$ cat config.mk
export PLATFORM = sky130hd
export DESIGN_NAME = alu_muldiv
export DESIGN_NICKNAME = d
export VERILOG_FILES = /design/src/rtl/alu_muldiv.sv
export SDC_FILE = /design/constraint.sdc
export NUM_CORES = 1
export LEC_CHECK = 0
export BUFFER_PORTS_ARGS = -buffer_cell sky130_fd_sc_hd__buf_2
export CAP_MARGIN = 40
export CORE_MARGIN = 2
export CORE_UTILIZATION = 40
export DETAILED_ROUTE_END_ITERATION = 10
export PLACE_DENSITY = 0.57
export SKIP_LAST_GASP = 1
export SYNTH_ARGS = -nofsm -noshare
export SYNTH_HDL_FRONTEND = slang
export SYNTH_SLANG_ARGS = --single-unit
$ cat constraint.sdc
create_clock -name clk_i -period 2.25 [get_ports clk_i]
set_input_delay 0 -clock clk_i [delete_from_list [all_inputs] [get_ports clk_i]]
set_output_delay 0 -clock clk_i [all_outputs]
set_load 0.05 [all_outputs]
$ cat src/rtl/alu_muldiv.sv
// alu_muldiv: registered single-cycle ALU with an optional iterative multiplier/divider.
// Define ALU_MULDIV_MULDIV_EN to build the MUL/MULHU/DIVU/REMU engine; without it, opcodes 11xx return 0.
module alu_muldiv #(
  parameter int N = 32
) (
  input  logic         clk_i,
  input  logic         rst_i,
  input  logic [N-1:0] a_i,
  input  logic [N-1:0] b_i,
  input  logic [3:0]   operacion_i,
  input  logic         valid_i,
  output logic         ready_o,
  output logic [N-1:0] salida_o,
  output logic         valid_o,
  output logic         c_o,
  output logic         set_o,
  output logic         setunsigned_o,
  output logic         busy_o
);
  localparam int SW = $clog2(N);

  logic [SW-1:0] w_shamt;
  logic [N:0]    w_sum;
  logic [N:0]    w_diff;
  logic          w_lt;
  logic          w_ltu;
  logic [N-1:0]  w_aluRes;
  logic          w_aluCarry;
  logic          w_flagUpd;
  logic          w_multi;
  logic          w_accept;
  logic          w_multiDone;
  logic [N-1:0]  w_multiRes;

  logic [N-1:0]  r_result;
  logic          r_valid;
  logic          r_c;
  logic          r_set;
  logic          r_setu;

  assign w_shamt = b_i[SW-1:0];
  assign w_sum   = {1'b0, a_i} + {1'b0, b_i};
  // Subtraction as a + ~b + 1, so carry-out = 1 means no borrow.
  assign w_diff  = {1'b0, a_i} + {1'b0, ~b_i} + {{N{1'b0}}, 1'b1};
  assign w_lt    = $signed(a_i) < $signed(b_i);
  assign w_ltu   = a_i < b_i;

  always_comb begin
    w_aluRes   = '0;
    w_aluCarry = w_diff[N];
    w_flagUpd  = 1'b0;
    case (operacion_i)
      4'b0000: w_aluRes = a_i & b_i;
      4'b0001: w_aluRes = a_i | b_i;
      4'b0010: begin
        w_aluRes   = w_sum[N-1:0];
        w_aluCarry = w_sum[N];
        w_flagUpd  = 1'b1;
      end
      4'b0011: begin
        w_aluRes  = w_diff[N-1:0];
        w_flagUpd = 1'b1;
      end
      4'b0100: begin
        w_aluRes  = {{(N-1){1'b0}}, w_lt};
        w_flagUpd = 1'b1;
      end
      4'b0101: begin
        w_aluRes  = {{(N-1){1'b0}}, w_ltu};
        w_flagUpd = 1'b1;
      end
      4'b0110: w_aluRes = ~(a_i | b_i);
      4'b0111: w_aluRes = a_i ^ b_i;
      4'b1000: w_aluRes = a_i << w_shamt;
      4'b1001: w_aluRes = a_i >> w_shamt;
      4'b1010: w_aluRes = $signed(a_i) >>> w_shamt;
      default: w_aluRes = '0;
    endcase
  end

`ifdef ALU_MULDIV_MULDIV_EN
  typedef enum logic [1:0] {S_IDLE, S_RUN, S_DONE} state_t;

  state_t         r_state;
  state_t         w_stateNext;
  logic [2*N-1:0] r_acc;
  logic [2*N-1:0] w_accNext;
  logic [2*N-1:0] w_mulNext;
  logic [2*N-1:0] w_divNext;
  logic [N-1:0]   r_opnd;
  logic [1:0]     r_op;
  logic [SW-1:0]  r_count;
  logic [N:0]     w_mulSum;
  logic [N:0]     w_divShift;
  logic [N:0]     w_divTrial;

  assign w_multi = operacion_i[3] & operacion_i[2];

  // Shift-add step: multiplier sits in the low half of the accumulator and drains out to the right.
  assign w_mulSum  = {1'b0, r_acc[2*N-1:N]} + (r_acc[0] ? {1'b0, r_opnd} : {(N+1){1'b0}});
  assign w_mulNext = {w_mulSum, r_acc[N-1:1]};

  // Restoring step: quotient bits shift into the low half as dividend bits shift out.
  assign w_divShift = r_acc[2*N-1:N-1];
  assign w_divTrial = w_divShift - {1'b0, r_opnd};
  assign w_divNext  = w_divTrial[N] ? {w_divShift[N-1:0], r_acc[N-2:0], 1'b0}
                                    : {w_divTrial[N-1:0], r_acc[N-2:0], 1'b1};

  assign w_accNext   = r_op[1] ? w_divNext : w_mulNext;
  assign w_multiDone = (r_state == S_RUN) && (r_count == '0);
  assign w_multiRes  = r_op[0] ? w_accNext[2*N-1:N] : w_accNext[N-1:0];

  always_ff @(posedge clk_i or posedge rst_i) begin
    if (rst_i) r_state <= S_IDLE;
    else       r_state <= w_stateNext;
  end

  always_comb begin
    w_stateNext = r_state;
    ready_o     = 1'b0;
    busy_o      = 1'b0;
    case (r_state)
      S_IDLE: begin
        ready_o = 1'b1;
        if (w_accept && w_multi) w_stateNext = S_RUN;
      end
      S_RUN: begin
        busy_o = 1'b1;
        if (r_count == '0) w_stateNext = S_DONE;
      end
      S_DONE:  w_stateNext = S_IDLE;
      default: w_stateNext = S_IDLE;
    endcase
  end

  always_ff @(posedge clk_i or posedge rst_i) begin
    if (rst_i) begin
      r_acc   <= '0;
      r_opnd  <= '0;
      r_op    <= '0;
      r_count <= '0;
    end else if (w_accept && w_multi) begin
      r_op    <= operacion_i[1:0];
      r_opnd  <= operacion_i[1] ? b_i : a_i;
      r_acc   <= operacion_i[1] ? {{N{1'b0}}, a_i} : {{N{1'b0}}, b_i};
      r_count <= SW'(N-1);
    end else if (r_state == S_RUN) begin
      r_acc   <= w_accNext;
      r_count <= r_count - SW'(1);
    end
  end
`else
  assign w_multi     = 1'b0;
  assign ready_o     = 1'b1;
  assign busy_o      = 1'b0;
  assign w_multiDone = 1'b0;
  assign w_multiRes  = '0;
`endif

  assign w_accept = valid_i & ready_o;

  always_ff @(posedge clk_i or posedge rst_i) begin
    if (rst_i) begin
      r_result <= '0;
      r_valid  <= 1'b0;
      r_c      <= 1'b0;
      r_set    <= 1'b0;
      r_setu   <= 1'b0;
    end else begin
      r_valid <= 1'b0;
      if (w_accept && !w_multi) begin
        r_result <= w_aluRes;
        r_valid  <= 1'b1;
        if (w_flagUpd) begin
          r_c    <= w_aluCarry;
          r_set  <= w_lt;
          r_setu <= w_ltu;
        end
      end else if (w_multiDone) begin
        r_result <= w_multiRes;
        r_valid  <= 1'b1;
      end
    end
  end

  assign salida_o      = r_result;
  assign valid_o       = r_valid;
  assign c_o           = r_c;
  assign set_o         = r_set;
  assign setunsigned_o = r_setu;
endmodule
==> results.tsv, run 1 <==
metric	value	unit
cts_buffers	5	
start_util	40.4	%
ys_seq_area_share	8.60	%
ys_types	91	
nets	2058	
grt_pass1_vias	13300	
port_buffers	106	
rows	59	
antenna_found_initial	0	
grt_pass1_wl	82100	um
rsz0062_at_grt	true	
drv_slew	0	
dpl_cell_area	0.0145	sq mm
dp.cells	2188	
final.fill_count	2435	
via_per_inst	6.23	
path_cells	buf_12 > ha_4 > fa_2 > a211oi_2 > o211ai_1 > a211oi_2 > nor3_4 > a21o_1 > a311o_1 > a21oi_2 > o21ai_0 > o211a_1	
fin_ws	-0.165	ns
synth.most_common_cell	nor2_1	
cp_data_arrival_time	2.60	ns
ys_top_cells_by_area	ha_1 (12%), mux4_2 (8.8%), dfrtp_1 (8.6%)	
htreeDepth	2	
hold_class	in2reg	
syn_nets	1605	
clk_pin_slew	0.07	ns
via_count	13900	
core	0.0259	sq mm
die-area	0.0275	sq mm
cp_slowest_cell	a311o_1	
wl_per_cell	24.6	um
cap_viol_max_count	0	
grt_overflow	0	
synth_top_area_cell	ha_1	
cts_root_buffer	clkbuf_16	
netlist_top_cells_count	nor2_1 (161), a21oi_1 (132), nand2_1 (130)	
worst_pin_slew	0.768	ns
final_area	0.0158	sq mm
crit_top_cell	a211oi_2	
routed_wl	54700	um
dpl_worst_slack	-0.709	ns
cts_buffer_depth	2	
cts_tree	built	
fin_crit_sh	107	%
cp_data_required_time	2.43	ns
pin_count	109	
layoutNonFillerInstCount	2223	
die_w	166	um
crit_path_start_kind	primary input	
place_hpwl	43700	um
route.detailed.drc	0	
p_leak	7.22	nW
syn-cell-area	0.0105	sq mm
status	finished with violations	
synth-seq-cells	36	
drt_iter0_drc	1630	
hold_viol	0	
fp.dieH	166	um
ant_nets	0	
grt_max_degree	47	
fin_skew	0	ns
yosys_warnings	0	
path_class	in2reg	
powerDensity	371	mW/mm^2
areaGrowthSynthToFinish	51.4	%
dr.pass1.iters	6	
drive_gt1_share	42.7	%
crit_path_max_incr_delay	0.41	ns
antenna_cells	0	
ir_worst_vdd	363	uV
critPathCaptureType	flip-flop	
async_reset_ff_share	100	%
groute.usage.overall	38.5	%
synth_top_area_share	11.7	%
fmax	0.414	GHz
synth_cells	1434	
place_congestion	1.04	
clkLatencyLatePin	0.29	ns
synth-edff-count	0	
min_period	2.42	ns
syn_avg_cell_area	7.30	sq um
setup_viol	16	
violations	negative setup slack	
cts.sinks	36	
relSlewSlack	48.4	%
fin_setup_tns	-1.50	ns
crit_fanout	4	
yosys_most_used_dff	dfrtp_1	
## cells in the final DEF (no fill, tap or decap), drive strengths merged, types with 10 or more instances in the layout
cell,Yosys,final
o31ai,16,16
nand2,130,130
nand3,19,19
o221ai,17,17
dfrtp,36,36
mux4,41,41
mux2,18,18
buf,51,563
a31oi,16,16
nand2b,12,12
a21oi,133,133
o211ai,26,26
nor2b,12,12
o21ai,94,94
or3,11,11
mux2i,54,54
xnor2,14,14
o22ai,10,10
a21o,23,23
nor2,161,161
a221oi,30,30
a22oi,14,14
o21bai,14,14
inv,101,99
ha,98,98
nor3,26,26
o2bb2ai,14,14
a2111oi,12,12
a211oi,28,28
## logic make-up (layout without fill, tap and decap cells)
kind of cell / count (synthesis) / after routing / synth area share, %
AOI/OAI and AO/OA: 528 / 528 / 34.7
and+or+nand+nor: 417 / 417 / 18.1
buffers and inverters: 222 / 676 / 9.24
muxes: 113 / 113 / 15.9
adders and majority gates: 100 / 100 / 12.1
DFF: 36 / 36 / 8.60
xor gates and xnor gates: 16 / 16 / 1.34
other: 2 / 2 / 0.0717
## power breakdown
part           switching [mW]  total [mW]  leakage [nW]  internal [mW]
clock network           0.335       0.858        0.0808          0.524
registers              0.0586       0.793         0.468          0.735
logic                    2.44        4.23          6.67           1.79
total                    2.83        5.88          7.22           3.05
## state kept, by name, indices dropped and copies added, names as in the netlist
register and cells:
c_o 1, salida_o 32, set_o 1, setunsigned_o 1
valid_o 1
## cell type report
| type | count | area (sq um) | area share [%] |
|---|---|---|---|
| Sequential cell | 36 | 901 | 5.68 |
| Clock inverter | 2 | 35.0 | 0.221 |
| Multi-Input combinational cell | 1176 | 9650 | 60.9 |
| Clock buffer | 6 | 129 | 0.813 |
| Tap cell | 335 | 419 | 2.64 |
| Inverter | 103 | 448 | 2.83 |
| Timing Repair Buffer | 565 | 4270 | 26.9 |
## through the flow
stage / hold slack (ns) / util [%] / power [mW]
detailed placement: 0.175 / 56.0 / 4.58
floorplan: 0.0314 / - / 2.94
global placement: 0.161 / 56.0 / 4.56
global route: 0.151 / 61.2 / 6.16
CTS: 0.0000732 / 58.8 / 5.60
finish: 0.154 / 61.2 / 5.88
## worst paths after layout
path | start | endpoint | slack [ns] | depth (start not counted)
max reg2reg | salida_o[28]$_DFFE_PP0P_ | salida_o[28]$_DFFE_PP0P_ | 0.15 | 9
min | valid_i | salida_o[5]$_DFFE_PP0P_ | 0.15 | 2
max | b_i[0] | c_o$_DFFE_PP0P_ | -0.17 | 12
max in group asynchronous | rst_i | salida_o[25]$_DFFE_PP0P_ | 1.44 | 4
min in group asynchronous | rst_i | salida_o[8]$_DFFE_PP0P_ | 0.40 | 4
min reg2reg | salida_o[12]$_DFFE_PP0P_ | salida_o[12]$_DFFE_PP0P_ | 0.48 | 1
## per-layer routing
layer / up-vias / global-route usage [%] / part of all wire, %
li1: 6278 / - / -
met1: 6673 / 50.3 / 40
met2: 753 / 62.7 / 46
met3: 151 / 4.77 / 7.9
met4: 0 / 19.5 / 6.1
met5: - / 0 / 0
## what timing repair did
item / CTS / global route
hold buffers: 1 / 1
pin swaps: 50 / 73
setup endpoints to repair: 29 / 31
resized for setup: 99 / 106
endpoints found under the hold margin: 36 / 1
buffers inserted: 16 / 13
cloned: 0 / 0
## critical path, delay by kind of cell
kind	cells	cell delay, ns
compound gates	8	1.81
fa+ha+maj	2	0.57
buf+inv	1	0.11
simple gates	1	0.09
No activity file was read; power rests on OpenSTA's default activity.
==> inputs of run 2 (changes only) <==
--- a/config.mk
+++ b/config.mk
@@ -5,7 +5,7 @@
 export SDC_FILE = /design/constraint.sdc
 export NUM_CORES = 1
 export LEC_CHECK = 0
-export BUFFER_PORTS_ARGS = -buffer_cell sky130_fd_sc_hd__buf_2
+export BUFFER_PORTS_ARGS = -buffer_cell sky130_fd_sc_hd__buf_4
 export CAP_MARGIN = 40
 export CORE_MARGIN = 2
 export CORE_UTILIZATION = 40
==> run 2 against run 1 <==
The run still ends with negative setup slack left; cell count shrank 0.40%; combinational power rose by 3%; fmax down 3.0%; power rose by 2.6%; cell area rose by 2.3%; routed wire length rose by 2.8%; via count increased by 0.43%; first-iteration DRC count shrank 11%; die area unchanged; worst hold slack better by 0.078 ns; flip-flop and latch count did not move; non-clock buffer count down 9; highest routed layer unchanged.
==> results.tsv, run 2 (synthesized netlist as in run 1, its figures left out) <==
metric	value	unit	change
fin_util	62.6	%	was 61.2%
cts_root_buffer	clkbuf_16		unchanged
drive_gt1_share	43.1	%	was 42.7%
via_per_inst	6.28		was 6.23
grt_overflow	0		unchanged
clk_pin_slew	0.06	ns	was 0.07 ns
fp.dieH	166	um	unchanged
areaGrowthSynthToFinish	54.8	%	was 51.4%
wl_per_cell	25.4	um	was 24.6 um
layout_common_cells	buf_4 (500), nor2_1 (156), nand2_1 (129)		was buf_4 (437), nor2_1 (158), nand2_1 (128)
antenna_cells	0		unchanged
use_met1	49.4	%	was 50.3%
fin_crit_sh	111	%	was 107%
place_congestion	1.02		was 1.04
powerDensity	372	mW/mm^2	was 371 mW/mm^2
finalPower	6.03	mW	was 5.88 mW
core	0.0259	sq mm	unchanged
cts.sinks	36		unchanged
die_w	166	um	unchanged
crit_fanout	4		unchanged
cp_data_required_time	2.42	ns	was 2.43 ns
critPathCaptureType	flip-flop		unchanged
rows	59		unchanged
grt_pass1_vias	13500		was 13300
route.detailed.drc	0		unchanged
busiest_layer	met2		unchanged
cp_slowest_cell	or4_4		was a311o_1
grt_pass1_wl	83200	um	was 82100 um
path_delay_family	compound AO/OA/AOI/OAI gates		unchanged
pwr-share-clk	14.4	%	was 14.6%
min_period	2.49	ns	was 2.42 ns
seq_power_share	13.3	%	was 13.5%
ir_worst_vdd	340	uV	was 363 uV
place_hpwl	44000	um	was 43700 um
final_common_cell	buf_4		unchanged
htreeDepth	2		unchanged
start_util	40.4	%	unchanged
routed_wl	56200	um	was 54700 um
clkLatencyLatePin	0.29	ns	about the same
path_cells	buf_8 > inv_6 > ha_4 > or4_4 > buf_4 > a2111oi_4 > buf_4 > o21ai_4 > buf_6 > a2111oi_4 > mux2i_1 > o21ai_1		was buf_12 > ha_4 > fa_2 > a211oi_2 > o211ai_1 > a211oi_2 > nor3_4 > a21o_1 > a311o_1 > a21oi_2 > o21ai_0 > o211a_1
cp_data_arrival_time	2.66	ns	was 2.60 ns
largest_reg_flops	32		unchanged
cts_tree	built		unchanged
netSwitchingPower	2.87	mW	was 2.83 mW
dpl_worst_slack	-0.775	ns	was -0.709 ns
relSlewSlack	44.9	%	was 48.4%
port_buffers	106		unchanged
cts_buffers	5		unchanged
p_int	3.16	mW	was 3.05 mW
path_class	in2reg		unchanged
dr.pass1.iters	7		was 6
critPathBufInv	5		was 1
grt_max_degree	57		was 47
worst_pin_slew	0.827	ns	was 0.768 ns
die-area	0.0275	sq mm	unchanged
hold-worst-slack	0.232	ns	was 0.154 ns
fin_skew	0	ns	unchanged
setup_viol	16		unchanged
crit_path_start_kind	primary input		unchanged
hold_viol	0		unchanged
nets	2049		was 2058
via_count	13900		about the same
cts_buffer_depth	2		unchanged
rsz0062_at_grt	true		unchanged
crit_path_max_incr_delay	0.56	ns	was 0.41 ns
ant_nets	0		unchanged
fin_ws	-0.239	ns	was -0.165 ns
fin_setup_tns	-1.92	ns	was -1.50 ns
p_sw_share	47.6	%	was 48.1%
hold_class	in2reg		unchanged
pin_count	109		unchanged
antenna_found_initial	0		unchanged
drv_slew	0		unchanged
status	finished with violations		unchanged
groute.usage.overall	39.1	%	was 38.5%
p_leak	7.31	nW	was 7.22 nW
drt_iter0_drc	1458		was 1630
fmax	0.402	GHz	was 0.414 GHz
gr-usage-met2	64.7	%	was 62.7%
cap_viol_max_count	0		unchanged
power_frac_comb	72.3	%	was 71.9%
use_met3	6.22	%	was 4.77%
violations	negative setup slack		unchanged
[run 2: cell count changes in the layout (fill, tap and decap cells not counted), moves of 4 or more]
cell,before,now
buf_2,94,0
buf_4,437,500
buf_6,13,27
inv_4,6,10
inv_1,81,74
buf_12,13,17
[run 2: through the flow]
stage,instances,cell area (sq um)
floorplan,1434,10900
global placement,2163,14600
detailed placement,2163,14600
CTS,2192,15500
global route,2214,16200
finish,2214,16200
[run 2: final cells by class]
class                      count  area, sq um
timing repair buffer         556         4610
clock inverter                 3         42.5
multi-input combinational   1176         9650
fill                        2391         9700
tap                          335          419
sequential                    36          901
inverter                     103          464
clock buffer                   5          125
[run 2: worst reg2reg max path, delay by kind of cell, from the launching register on]
kind | cells | cell delay [ns]
flops | 1 | 0.38
compound gates | 6 | 0.88
simple gates | 2 | 0.61
[run 2: final timing paths]
path | start | endpoint | slack, ns | depth (start not counted)
max in group asynchronous | rst_i | setunsigned_o$_DFFE_PP0P_ | 1.44 | 4
worst max register to register | salida_o[28]$_DFFE_PP0P_ | salida_o[28]$_DFFE_PP0P_ | 0.27 | 8
min in group asynchronous | rst_i | salida_o[9]$_DFFE_PP0P_ | 0.41 | 4
worst min register to register | salida_o[8]$_DFFE_PP0P_ | salida_o[8]$_DFFE_PP0P_ | 0.49 | 1
worst max-delay path | b_i[17] | salida_o[26]$_DFFE_PP0P_ | -0.24 | 12
worst min-delay path | operacion_i[3] | salida_o[0]$_DFFE_PP0P_ | 0.23 | 5
[run 2: power groups by stage]
stage	sequential (mW)	clock, mW	combinational [mW]
floorplan	1.10	0	1.84
global placement	0.809	0	3.82
detailed placement	0.813	0	3.84
CTS	0.802	0.867	4.07
global route	0.809	0.893	4.60
finish	0.803	0.868	4.36
[run 2: timing repair]
action,in CTS,in global routing
resized for setup,150,98
pin swaps,56,60
gates cloned,0,2
setup endpoints to repair,33,31
hold buffers,2,0
buffers inserted,20,24
endpoints found under the hold margin,37,0
[run 2: routing by layer]
layer / part of all wire, % / wire [um]
met1: 39 / 21700
met2: 46 / 25900
met3: 9.0 / 5090
met4: 6.3 / 3520
met5: 0 / 0
